--- src/rtl/fifo_pop_ctrl_pkg.sv ---
// Shared definitions for the fifo read controller: default widths, buffer
// occupancy encoding and a counter-width helper.
package pop_ctrl_pkg;

    localparam int DEF_DW      = 16;
    localparam int DEF_PKT_LEN = 8;
    localparam int PKT_CNT_W   = 16;

    // Encoding doubles as the occupancy count, so it can be used in arithmetic.
    typedef enum logic [1:0] {
        ST_EMPTY = 2'd0,
        ST_ONE   = 2'd1,
        ST_TWO   = 2'd2
    } buf_state_e;

    // Width of a 0..n-1 counter; never zero, so PKT_LEN = 1 still gets a real register.
    function automatic int cnt_width(input int n);
        return (n > 1) ? $clog2(n) : 1;
    endfunction

endpackage

--- src/rtl/fifo_pop_ctrl_if.sv ---
// Valid/ready output stream of the fifo read controller, with packet framing.
import pop_ctrl_pkg::*;

interface fifo_pop_ctrl_if #(parameter int DW = DEF_DW) ();

    logic [DW-1:0] o_data;
    logic          o_valid;
    logic          o_ready;
    logic          o_last;

    modport master (
        output o_data,
        output o_valid,
        output o_last,
        input  o_ready
    );

    modport slave (
        input  o_data,
        input  o_valid,
        input  o_last,
        output o_ready
    );

endinterface

--- src/rtl/fifo_pop_ctrl_skid_buf2.sv ---
// Two-entry in-order skid buffer: slot0 is always the head, slot1 the tail.
module skid_buf2
    import pop_ctrl_pkg::*;
#(
    parameter int DW = DEF_DW
) (
    input  logic          clk,
    input  logic          rst,
    input  logic          push,
    input  logic          pop,
    input  logic [DW-1:0] din,
    output logic [DW-1:0] head,
    output buf_state_e    occ
);

    buf_state_e    state;
    buf_state_e    state_n;
    logic [DW-1:0] slot0;
    logic [DW-1:0] slot1;

    always_ff @(posedge clk or negedge rst) begin
        if (!rst) begin
            state <= ST_EMPTY;
        end else begin
            state <= state_n;
        end
    end

    // The caller never pops when empty and never pushes into TWO without a pop.
    always_comb begin
        state_n = state;
        unique case (state)
            ST_EMPTY: begin
                if (push) begin
                    state_n = ST_ONE;
                end
            end
            ST_ONE: begin
                if (push && !pop) begin
                    state_n = ST_TWO;
                end else if (pop && !push) begin
                    state_n = ST_EMPTY;
                end
            end
            ST_TWO: begin
                if (pop && !push) begin
                    state_n = ST_ONE;
                end
            end
            default: state_n = ST_EMPTY;
        endcase
    end

    always_ff @(posedge clk or negedge rst) begin
        if (!rst) begin
            slot0 <= '0;
            slot1 <= '0;
        end else begin
            unique case (state)
                ST_EMPTY: begin
                    if (push) begin
                        slot0 <= din;
                    end
                end
                ST_ONE: begin
                    if (push && pop) begin
                        slot0 <= din;
                    end else if (push) begin
                        slot1 <= din;
                    end
                end
                ST_TWO: begin
                    if (pop) begin
                        slot0 <= slot1;
                        if (push) begin
                            slot1 <= din;
                        end
                    end
                end
                default: begin
                    slot0 <= slot0;
                end
            endcase
        end
    end

    assign head = slot0;
    assign occ  = state;

endmodule

--- src/rtl/fifo_pop_ctrl.sv ---
// Drains the synchronous fifo into a valid/ready stream through a 2-entry skid
// buffer, frames fixed-length packets, counts them and flags fifo-side errors.
module fifo_pop_ctrl
    import pop_ctrl_pkg::*;
#(
    parameter int DW      = DEF_DW,
    parameter int PKT_LEN = DEF_PKT_LEN
) (
    input  logic                 clk,
    input  logic                 rst,
    input  logic                 fifo_empty,
    input  logic                 fifo_under,
    output logic                 fifo_rd,
    input  logic [DW-1:0]        fifo_dout,
    input  logic                 fifo_valid,
    fifo_pop_ctrl_if.master      strm,
    output logic [PKT_CNT_W-1:0] pkt_cnt,
    output logic                 err
);

    localparam int             WCW   = cnt_width(PKT_LEN);
    localparam logic [WCW-1:0] WLAST = WCW'(PKT_LEN - 1);

    logic          inflight;
    logic          push;
    logic          pop;
    logic          ovf;
    logic          push_ok;
    logic          unreq;
    buf_state_e    occ;
    logic [1:0]    occ_v;
    logic [2:0]    demand;
    logic [2:0]    room;
    logic [DW-1:0] head;
    logic [WCW-1:0] wcnt;

    assign occ_v = occ;

    assign strm.o_valid = (occ != ST_EMPTY);
    assign strm.o_data  = head;
    assign strm.o_last  = strm.o_valid && (wcnt == WLAST);

    assign pop     = strm.o_valid && strm.o_ready;
    assign push    = fifo_valid && inflight;
    assign unreq   = fifo_valid && !inflight;
    assign ovf     = push && (occ == ST_TWO) && !pop;
    assign push_ok = push && !ovf;

    // occ + inflight - pop < 2, rearranged so nothing underflows.
    assign demand  = 3'(occ_v) + 3'(inflight);
    assign room    = 3'd2 + 3'(pop);
    assign fifo_rd = rst && !fifo_empty && (demand < room);

    always_ff @(posedge clk or negedge rst) begin
        if (!rst) begin
            inflight <= 1'b0;
        end else begin
            inflight <= fifo_rd;
        end
    end

    skid_buf2 #(.DW(DW)) u_buf (
        .clk  (clk),
        .rst  (rst),
        .push (push_ok),
        .pop  (pop),
        .din  (fifo_dout),
        .head (head),
        .occ  (occ)
    );

    always_ff @(posedge clk or negedge rst) begin
        if (!rst) begin
            wcnt    <= '0;
            pkt_cnt <= '0;
        end else if (pop) begin
            if (wcnt == WLAST) begin
                wcnt    <= '0;
                pkt_cnt <= pkt_cnt + 1'b1;
            end else begin
                wcnt <= wcnt + 1'b1;
            end
        end
    end

    always_ff @(posedge clk or negedge rst) begin
        if (!rst) begin
            err <= 1'b0;
        end else if (fifo_under || unreq || ovf) begin
            err <= 1'b1;
        end
    end

endmodule

--- src/flat_wrapper.sv ---
// flat-port wrapper written by rule: the top's interface ports become plain ports
module fifo_pop_ctrl_flat import pop_ctrl_pkg::*;
#(
    parameter int DW      = DEF_DW,
    parameter int PKT_LEN = DEF_PKT_LEN
)
  (clk, rst, fifo_empty, fifo_under, fifo_rd, fifo_dout, fifo_valid, pkt_cnt, err, strm_o_data, strm_o_valid, strm_o_last, strm_o_ready);
  fifo_pop_ctrl_if #(.DW(DW)) strm_i ();
  input  logic clk;
  input  logic rst;
  input  logic fifo_empty;
  input  logic fifo_under;
  output logic fifo_rd;
  input  logic [DW-1:0] fifo_dout;
  input  logic fifo_valid;
  output logic [PKT_CNT_W-1:0] pkt_cnt;
  output logic err;
  output wire logic [$bits(strm_i.o_data)-1:0] strm_o_data;
  output wire logic [$bits(strm_i.o_valid)-1:0] strm_o_valid;
  output wire logic [$bits(strm_i.o_last)-1:0] strm_o_last;
  input wire logic [$bits(strm_i.o_ready)-1:0] strm_o_ready;
  assign strm_o_data = strm_i.o_data;
  assign strm_o_valid = strm_i.o_valid;
  assign strm_o_last = strm_i.o_last;
  assign strm_i.o_ready = strm_o_ready;
  fifo_pop_ctrl #(.DW(DW), .PKT_LEN(PKT_LEN)) u_core (.clk(clk), .rst(rst), .fifo_empty(fifo_empty), .fifo_under(fifo_under), .fifo_rd(fifo_rd), .fifo_dout(fifo_dout), .fifo_valid(fifo_valid), .strm(strm_i), .pkt_cnt(pkt_cnt), .err(err));
endmodule
--- config.mk ---
export PLATFORM = sky130hd
export DESIGN_NAME = fifo_pop_ctrl_flat
export DESIGN_NICKNAME = d
export VERILOG_FILES = /design/src/rtl/fifo_pop_ctrl_pkg.sv /design/src/rtl/fifo_pop_ctrl_if.sv /design/src/rtl/fifo_pop_ctrl_skid_buf2.sv /design/src/rtl/fifo_pop_ctrl.sv /design/src/flat_wrapper.sv
export SDC_FILE = /design/constraint.sdc
export NUM_CORES = 1
export LEC_CHECK = 0
export ABC_AREA = 1
export ABC_CLOCK_PERIOD_IN_PS = 4900
export CAP_MARGIN = 20
export CORE_MARGIN = 2
export CORE_UTILIZATION = 40
export CTS_BUF_LIST = sky130_fd_sc_hd__clkbuf_8
export DETAILED_ROUTE_END_ITERATION = 8
export PLACE_DENSITY = 0.65
export SETUP_SLACK_MARGIN = 0.4
export SYNTH_ARGS = -nofsm -noshare
export SYNTH_HDL_FRONTEND = slang
export SYNTH_SLANG_ARGS = --single-unit
--- constraint.sdc ---
create_clock -name clk -period 4.9 [get_ports clk]
set_input_delay 1.225 -clock clk [delete_from_list [all_inputs] [get_ports clk]]
set_output_delay 1.225 -clock clk [all_outputs]
set_load 0.02 [all_outputs]
* After elaboration in Yosys (flattened, before gate mapping)
Index checks and enable logic that the tools add are counted.
** Word-level totals
- Output and inout port bits :: 36
- Bits in registers :: 55
- Logic and storage cells :: 62
- Input bits :: 22
** Operators by class
- Order comparisons :: 1
- Reduce and logical (&&, ||, !) cells :: 27
- Multiplexer cells :: 14
- Equality and inequality tests :: 9
- Add/sub/neg operators :: 4
** Operators with widths (number)
- 2-to-1 mux 16 bit :: 6
- case mux 16 bit (3 select lines) :: 1
- case mux 16 bit (2 select lines) :: 1
- adder 16 x 1 -> 16 bit (second input constant) :: 1
- logical AND 1 bit :: 12
- 2-to-1 mux 2 bit :: 4
- != test 2 bit (second input constant) :: 4
- case mux 2 bit (3 select lines) :: 1
- AND reduction 3 bit :: 2
- zero test 1 bit :: 5
- AND reduction 4 bit :: 1
- nonzero test 2 bit :: 2
- adder 2 x 1 -> 3 bit :: 1
- adder 2 x 1 -> 3 bit (first input constant) :: 1
- adder 3 x 1 -> 3 bit (second input constant) :: 1
- == test 3 bit (second input constant) :: 1
- < comparator 3 bit :: 1
- 2-to-1 mux 3 bit :: 1
- != test 3 bit (second input constant) :: 1
- nonzero test 3 bit :: 1
- == test 2 x 1 -> 1 bit (second input constant) :: 1
- == test 2 bit (second input constant) :: 1
- zero test 2 bit :: 1
- logical OR 1 bit :: 2
- other kinds (2) :: 2

* Logic depth before layout (Yosys ltp)
Gate-level depths: netlist of the first run.
- Word-level depth :: 11
- Depth in mapped cells :: 10
- Mapped depth without buffers :: 10

* Modules after synthesis
Synthesis of the first run repeated with hierarchy kept, for this count alone.
** Unflattened totals
- Cell total of the unflattened synthesis :: 363
- Area, all modules :: 2861.5 um2
** Modules (own cells, without submodules)
- skid_buf2 :: sequential area each 850.8 um2, cells an instance 214, times used 1, area an instance 1667.8 um2
- fifo_pop_ctrl :: sequential area each 525.5 um2, cells an instance 149, times used 1, area an instance 1193.6 um2

* Least setup slack after synthesis of the first run
Ideal clock, no wire load.
- Path kind :: input to output
- Start point :: in strm_o_ready
- End point :: out fifo_rd
- Data required time :: 3.675 ns
- Path slack :: 1.717 ns
- Stages :: 3
- Path buffers :: 0
- Arrival time :: 1.958 ns
- Path through :: nand2_2 or2_2 a21oi_1
** On the way
- Word-level cells in the longest chain between the ends :: 4
** RTL lines
- start, declared :: line flat_wrapper.sv:21 : input wire logic [$bits(strm_i.o_ready)-1:0] strm_o_ready;
- logical AND 1 bit :: line fifo_pop_ctrl.sv:43 : assign pop = strm.o_valid && strm.o_ready;
- adder 2 x 1 -> 3 bit :: line fifo_pop_ctrl.sv:51 : assign room = 3'd2 + 3'(pop);
- < comparator 3 bit :: line fifo_pop_ctrl.sv:52 : assign fifo_rd = rst && !fifo_empty && (demand < room);
- logical AND 1 bit :: line fifo_pop_ctrl.sv:52
- end, declared :: line flat_wrapper.sv:13 : output logic fifo_rd;
Every way passes these cells.

* Worst setup path in the final report of the first run
Ends and elaborated chain as after synthesis.

==> metrics.md, run 1 <==
| Metric | Value |
|---|---|
| Outcome | finished, final reports clean |
| Final WL | 5.63 mm |
| Detailed Routing Iterations Pass 1 | 4 |
| Min Tclk post-route | 4.24 ns |
| Initial antenna violation count | 0 |
| # DRC | 0 |
| Worst-case clock buffer depth | 2 |
| Hold Buf Count CTS | 0 |
| Synth warn | 0 |
| Die Height | 86.6 µm |
| Clock transition at the registers of the reported paths | 0.11 ns |
| Share of cells above drive strength 1 | 0.0675 |
| Diodes inserted | 0 |
| Arr. time, crit path | 3.01 ns |
| Period utilisation layout | 0.865 |
| Slew Limit Fails | 0 |
| Sw frac | 0.388 |
| CTS buffer count | 5 |
| Core area | 6680 µm² |
| Top cells by area, synth | dfrtp_1, nand2_1, o21ai_0 |
| IO Pins | 58 |
| Post-synth EDFFs | 0 |
| Switching Power | 0.000645 W |
| GPL Wtd Cong | 0.751 |
| Worst-margin pin slew | 0.704 ns |
| Top-count cell post-synth | nand2_1 |
| Synth Net Count | 357 |
| DR iter-0 viols | 77 |
| Relative slew slack | 0.530 |
| Initial Util | 0.408 |
| Worst Hold Class | reg -> reg |
| Clock Sinks | 55 |
| Vias/cell | 4.87 |
| DP Wirelength | 3.93 mm |
| Total gr overflow | 0 |
| Fin Setup TNS | 0 ns |
| Critical path fanouts, max | 6 |
| Die W | 86.6 µm |
| Register-to-register setup slack | 2.78 ns |
| End of the worst register-to-register path | u_core.u_buf.occ[0] |
| Final hold violations | 0 |
| Cell breakdown of the critical path | clkdlybuf4s50_1, nand2_2, or2_2, a21oi_1, clkdlybuf4s50_1 |
| WS Path Type | in -> out |
| Worst setup startpoint | strm_o_ready |
| Clock network power share | 0.160 |
| CP top delay family | buffers and inverters |
| H-tree levels | 2 |
| Cell Pwr Density | 484 nW/µm² |
| Fin nets | 412 |
| DRT antenna net count | 0 |
| DIE AREA | 7490 µm² |
| Synth top cells by count | nand2_1, dfrtp_1, inv_1, o21ai_0, nor2_1 |
| Sequential share of power | 0.432 |
| GRT Total Usage | 0.160 |
| Post-CTS Setup Repair Bufs | 0 |
| Vias in the first global route | 2082 |
| Post-Syn Area per Cell | 8.29 µm² |
| Mapped Area | 2730 µm² |
| Logic pwr share | 0.408 |
| Reg-to-reg startpoint | u_core.u_buf.occ[0] |
| Clock Root Buffer | clkbuf_8 |
| Critical Path End | fifo_rd |
| First-pass GRT wire length | 9.65 mm |
| Worst-skew pair later-pin latency | 0.31 ns |
| Peak supply drop | 0.264 mV |
| RSZ-0062 raised after global routing | false |
| P&R area growth vs syn | 26.1% |
| Top FF cell, synth | dfrtp_1 |
| Largest net degree at the start of global routing | 56 |
| Critical path depth | 5 |
| Placed insts | 457 |
| Port buffer count | 57 |
| Cell mode on critical path | clkdlybuf4s50_1 |
| TritonCTS clock tree | done |
| DR WL/cell | 12.1 µm |
| Area share of the largest cell type after synthesis | 0.505 |
| Int Pwr | 0.00102 W |
| Unique masters post-synth | 27 |
| WP data required | 3.67 ns |
| Vias post-DR | 2264 |
| Post-layout util | 0.515 |
| Post-cts resize count | 0 |
| Critical path's slowest cell | clkdlybuf4s50_1 |
| Post-Syn Instances | 329 |
| Final std cells w/o fill | 465 |
| Final setup violation count | 0 |
| Lkg Pwr | 1.66 nW |
| Register area share after synthesis | 0.505 |
| Synth async-reset ratio | 1.00 |
| CP peak stage delay | 0.63 ns |
| Synth area leader | dfrtp_1 |
| Max-Cap Viols | 0 |
| Setup crit end kind | output port |
| Worst Skew | 0.0109 ns |
| Worst setup SP type | input port |
| Yosys reg bits | 55 |
| Buf+Inv Stages, Crit Path | 2 |
| Cells on worst reg2reg path | 10 |
| # rows | 30 |
| Final-layout fill cell count | 660 |
| F_max | 0.236 GHz |
==> power by group through the flow <==
stage / clock network, W / registers [W] / logic, W
finish: 0.000266 / 0.000718 / 0.000679
global route: 0.000294 / 0.000741 / 0.000750
CTS: 0.000279 / 0.000719 / 0.000689
detailed placement: 0 / 0.000726 / 0.000688
global placement: 0 / 0.000722 / 0.000677
floorplan: 0 / 0.000805 / 0.000340
==> through the flow <==
stage	power (W)	worst slack, ns	area, µm²	hold WS, ns
floorplan	0.00114	1.72	2730	0.434
global placement	0.00140	0.670	3340	0.450
global route	0.00179	0.524	3440	0.509
finish	0.00166	0.663	3440	0.475
CTS	0.00169	0.640	3440	0.481
detailed placement	0.00141	0.644	3340	0.454
==> flip-flops by register name, indices dropped and copies added (netlist names) <==
name and count:
u_core.u_buf.occ 2, u_core.inflight 1, u_core.err 1, u_core.wcnt 3
u_core.u_buf.slot1 16, u_core.pkt_cnt 16, u_core.u_buf.head 16
==> area by class of cell <==
class	count	area (µm²)	area share
clock buffer	5	68.8	0.0200
clock inverter	3	26.3	0.00764
inverter	36	135	0.0393
multi-input combinational	228	1160	0.337
sequential	55	1380	0.400
tap	80	100	0.0291
timing repair buffer	58	573	0.167
==> routing by layer <==
metal	wire length [µm]	global-route usage	vias up
met1	2690	0.215	1047
li1	-	-	1166
met3	206	0.0324	2
met4	23	0.0355	0
met2	2710	0.268	49
met5	0	0	-
==> worst min path at each step <==
stage / from / end / slack, ns / depth (start not counted)
floorplan: u_core.u_buf.slot1[0] / u_core.u_buf.slot1[0] / 0.43 / 2
global placement: u_core.u_buf.slot1[0] / u_core.u_buf.slot1[0] / 0.45 / 2
detailed placement: u_core.u_buf.slot1[0] / u_core.u_buf.slot1[0] / 0.45 / 2
CTS: u_core.u_buf.slot1[0] / u_core.u_buf.slot1[0] / 0.48 / 2
global route: u_core.u_buf.slot1[0] / u_core.u_buf.slot1[0] / 0.51 / 2
finish: u_core.u_buf.slot1[0] / u_core.u_buf.slot1[0] / 0.48 / 2
==> cell usage in the layout, fill, tap and decap left out <==
cell type,synthesis,final
inv_1,33,33
o21ai_1,5,5
a21oi_1,1,1
inv_2,3,3
clkdlybuf4s50_1,0,56
dfrtp_1,55,55
nor2_1,20,20
nand2_2,3,3
buf_2,1,1
nor2_2,4,4
nand2_1,109,109
o21ai_0,33,33
buf_4,2,1
nand4_1,3,3
a21oi_4,1,1
xor2_1,5,5
o21ai_2,1,1
ha_1,6,6
o21a_1,1,1
nand2_4,1,1
inv_6,0,3
xnor2_1,5,5
clkbuf_8,0,5
nand3_1,10,10
o211ai_1,17,17
nor2_8,1,1
or2_2,2,2
==> kinds of logic after synthesis <==
kind of cell	share of synthesized area
AOI/OAI and AO/OA	0.130
buffers and inverters	0.0702
xor gates and xnor gates	0.0321
adders and majority gates	0.0275
and+or+nand+nor	0.235
DFF	0.505
==> tightest hold or removal path, delay by kind of cell (launching register included) <==
kind | cells | cell delay (ns)
flip-flops | 1 | 0.35
AND/OR/NAND/NOR | 2 | 0.10
(Power assumes the default switching activity.)
==> run 2: changes to the inputs <==
- PLACE_DENSITY: 0.65 -> unset
- PLACE_DENSITY_LB_ADDON: unset -> 0.25
==> run 2 against run 1 <==
Against the previous run:
- register-to-register slack barely moved
- sequential cell count is the same
- utilization is the same
- combinational power grew 0.6%
- die area unchanged
- global-route usage increased by 0.10 points
- final cell count unchanged
- cell area unchanged
- wire length up 0.80%
- hold slack better by 0.0068 ns
- critical path type unchanged
- highest routed layer unchanged
==> metrics.md, run 2 (synthesis results as in run 1) <==
| Metric | Value |
|---|---|
| CTS buffer count | 5 (unchanged) |
| Period utilisation layout | 0.869 (+0.00408) |
| Arr. time, crit path | 3.03 ns (+0.02 ns) |
| Vias post-DR | 2293 (+1.3%) |
| RSZ-0062 raised after global routing | false |
| Clock Root Buffer | clkbuf_8 |
| DP Wirelength | 3.94 mm (+0.39%) |
| Register-to-register setup slack | 2.77 ns (about the same) |
| Core area | 6680 µm² (unchanged) |
| Max layer used | met4 |
| Worst Skew | 0.0134 ns (+0.00247 ns) |
| Fin nets | 412 (unchanged) |
| Initial antenna violation count | 0 (unchanged) |
| Die W | 86.6 µm (unchanged) |
| # rows | 30 (unchanged) |
| End of the worst register-to-register path | u_core.u_buf.occ[0] |
| GRT Total Usage | 0.161 (+0.00103) |
| Met1 wire length | 2.67 mm (-0.56%) |
| Worst-margin pin slew | 0.709 ns (+0.00499 ns) |
| Final std cells w/o fill | 465 (unchanged) |
| Detailed Routing Iterations Pass 1 | 5 (+1) |
| TritonCTS clock tree | done |
| Cell breakdown of the critical path | clkdlybuf4s50_1, nand2_2, or2_2, a21oi_1, clkdlybuf4s50_1 |
| Largest net degree at the start of global routing | 56 (unchanged) |
| Most frequent cells in the layout | nand2_1, clkdlybuf4s50_1, dfrtp_1 |
| DRT antenna net count | 0 (unchanged) |
| DR iter-0 viols | 108 (+40%) |
| Min Tclk post-route | 4.26 ns (+0.0200 ns) |
| Worst hold stages | 2 (unchanged) |
| Max-Cap Viols | 0 (unchanged) |
| Post-CTS Setup Repair Bufs | 0 (unchanged) |
| Final-layout fill cell count | 650 (-1.5%) |
| Diodes inserted | 0 (unchanged) |
| Relative slew slack | 0.527 (-0.00333) |
| IO Pins | 58 (unchanged) |
| Placed insts | 457 (unchanged) |
| H-tree levels | 2 (unchanged) |
| Worst setup SP type | input port |
| Final hold violations | 0 (unchanged) |
| Reg-to-reg startpoint | u_core.u_buf.occ[0] |
| Worst-case clock buffer depth | 2 (unchanged) |
| Final setup violation count | 0 (unchanged) |
| DR WL/cell | 12.2 µm (+0.80%) |
| Clock Sinks | 55 (unchanged) |
| # DRC | 0 (unchanged) |
| DIE AREA | 7490 µm² (unchanged) |
| Cell mode on critical path | clkdlybuf4s50_1 |
| Hold Buf Count CTS | 0 (unchanged) |
| Critical Path End | fifo_rd |
| CP peak stage delay | 0.63 ns (about the same) |
| Worst-skew pair later-pin latency | 0.32 ns (about the same) |
| Routed length on met2 | 2.69 mm (-0.77%) |
| Total gr overflow | 0 (unchanged) |
| Worst Hold Class | reg -> reg |
| Cell Pwr Density | 486 nW/µm² (+0.53%) |
| Cells on worst reg2reg path | 10 (unchanged) |
| F_max | 0.235 GHz (-0.47%) |
| Port buffer count | 57 (unchanged) |
| Initial Util | 0.408 (unchanged) |
| Slew Limit Fails | 0 (unchanged) |
| Worst setup startpoint | strm_o_ready |
| Met3 WL post-DR | 235 µm (+14%) |
| P&R area growth vs syn | 26.1% (unchanged) |
| Critical path fanouts, max | 6 (unchanged) |
| WS Path Type | in -> out |
| Share of cells above drive strength 1 | 0.0675 (unchanged) |
| Peak supply drop | 0.221 mV (-16%) |
| Critical path's slowest cell | clkdlybuf4s50_1 |
| Die Height | 86.6 µm (unchanged) |
| GPL Wtd Cong | 0.763 (+1.6%) |
| Lkg Pwr | 1.66 nW (about the same) |
| Commonest non-fill, non-tap cell in the layout | nand2_1 |
| Fin Setup TNS | 0 ns (unchanged) |
| Vias/cell | 4.93 (+1.3%) |
| Outcome | finished, final reports clean |
| Clock transition at the registers of the reported paths | 0.10 ns (about the same) |
| First-pass GRT wire length | 9.60 mm (-0.51%) |
| WP data required | 3.67 ns (about the same) |
| Post-cts resize count | 0 (unchanged) |
| Vias in the first global route | 2135 (+2.5%) |
| Final WL | 5.67 mm (+0.80%) |
| Setup crit end kind | output port |
[run 2: area by class of cell]
cell class	instances	area, µm²	share of cell area
Inverter	36	135	0.0393
Clock buffer	5	68.8	0.0200
Multi-Input combinational cell	228	1160	0.337
Clock inverter	3	26.3	0.00764
Sequential cell	55	1380	0.400
Tap cell	80	100	0.0291
Timing Repair Buffer	58	573	0.167
[run 2: how the worst min path moves through the flow]
stage                          start               endpoint  slack, ns
2_1_floorplan  u_core.u_buf.slot1[0]  u_core.u_buf.slot1[0]       0.43
3_3_place_gp   u_core.u_buf.slot1[0]  u_core.u_buf.slot1[0]       0.45
3_5_place_dp   u_core.u_buf.slot1[0]  u_core.u_buf.slot1[0]       0.46
4_1_cts        u_core.u_buf.slot1[0]  u_core.u_buf.slot1[0]       0.49
5_1_grt        u_core.u_buf.slot1[0]  u_core.u_buf.slot1[0]       0.52
6_report       u_core.u_buf.slot1[0]  u_core.u_buf.slot1[0]       0.48
[run 2: worst max-delay path, delay by kind of cell]
kind | cells | cell delay [ns]
AOI/OAI and AO/OA | 1 | 0.18
buffers and inverters | 2 | 1.20
and+or+nand+nor | 2 | 0.42
[run 2: per-layer routing]
metal,global-route usage,vias up
met5,0,-
met4,0.0469,0
li1,-,1163
met1,0.207,1071
met2,0.277,52
met3,0.0305,7
[run 2: stage by stage]
stage | instance area, µm² | setup slack [ns] | util | power, W | hold WS, ns
2_1_floorplan | 2730 | 1.72 | - | 0.00114 | 0.434
3_3_place_gp | 3340 | 0.680 | 0.500 | 0.00140 | 0.447
3_5_place_dp | 3340 | 0.633 | 0.500 | 0.00142 | 0.461
4_1_cts | 3440 | 0.631 | 0.515 | 0.00169 | 0.486
5_1_grt | 3440 | 0.580 | 0.515 | 0.00179 | 0.519
6_report | 3440 | 0.643 | 0.515 | 0.00167 | 0.482
[run 2: where the power goes]
part / leakage [nW] / internal (W) / switching (W) / total [W]
Sequential: 0.691 / 0.000618 / 0.0000986 / 0.000717
Combinational: 0.924 / 0.000294 / 0.000389 / 0.000683
Clock: 0.0491 / 0.000106 / 0.000166 / 0.000272
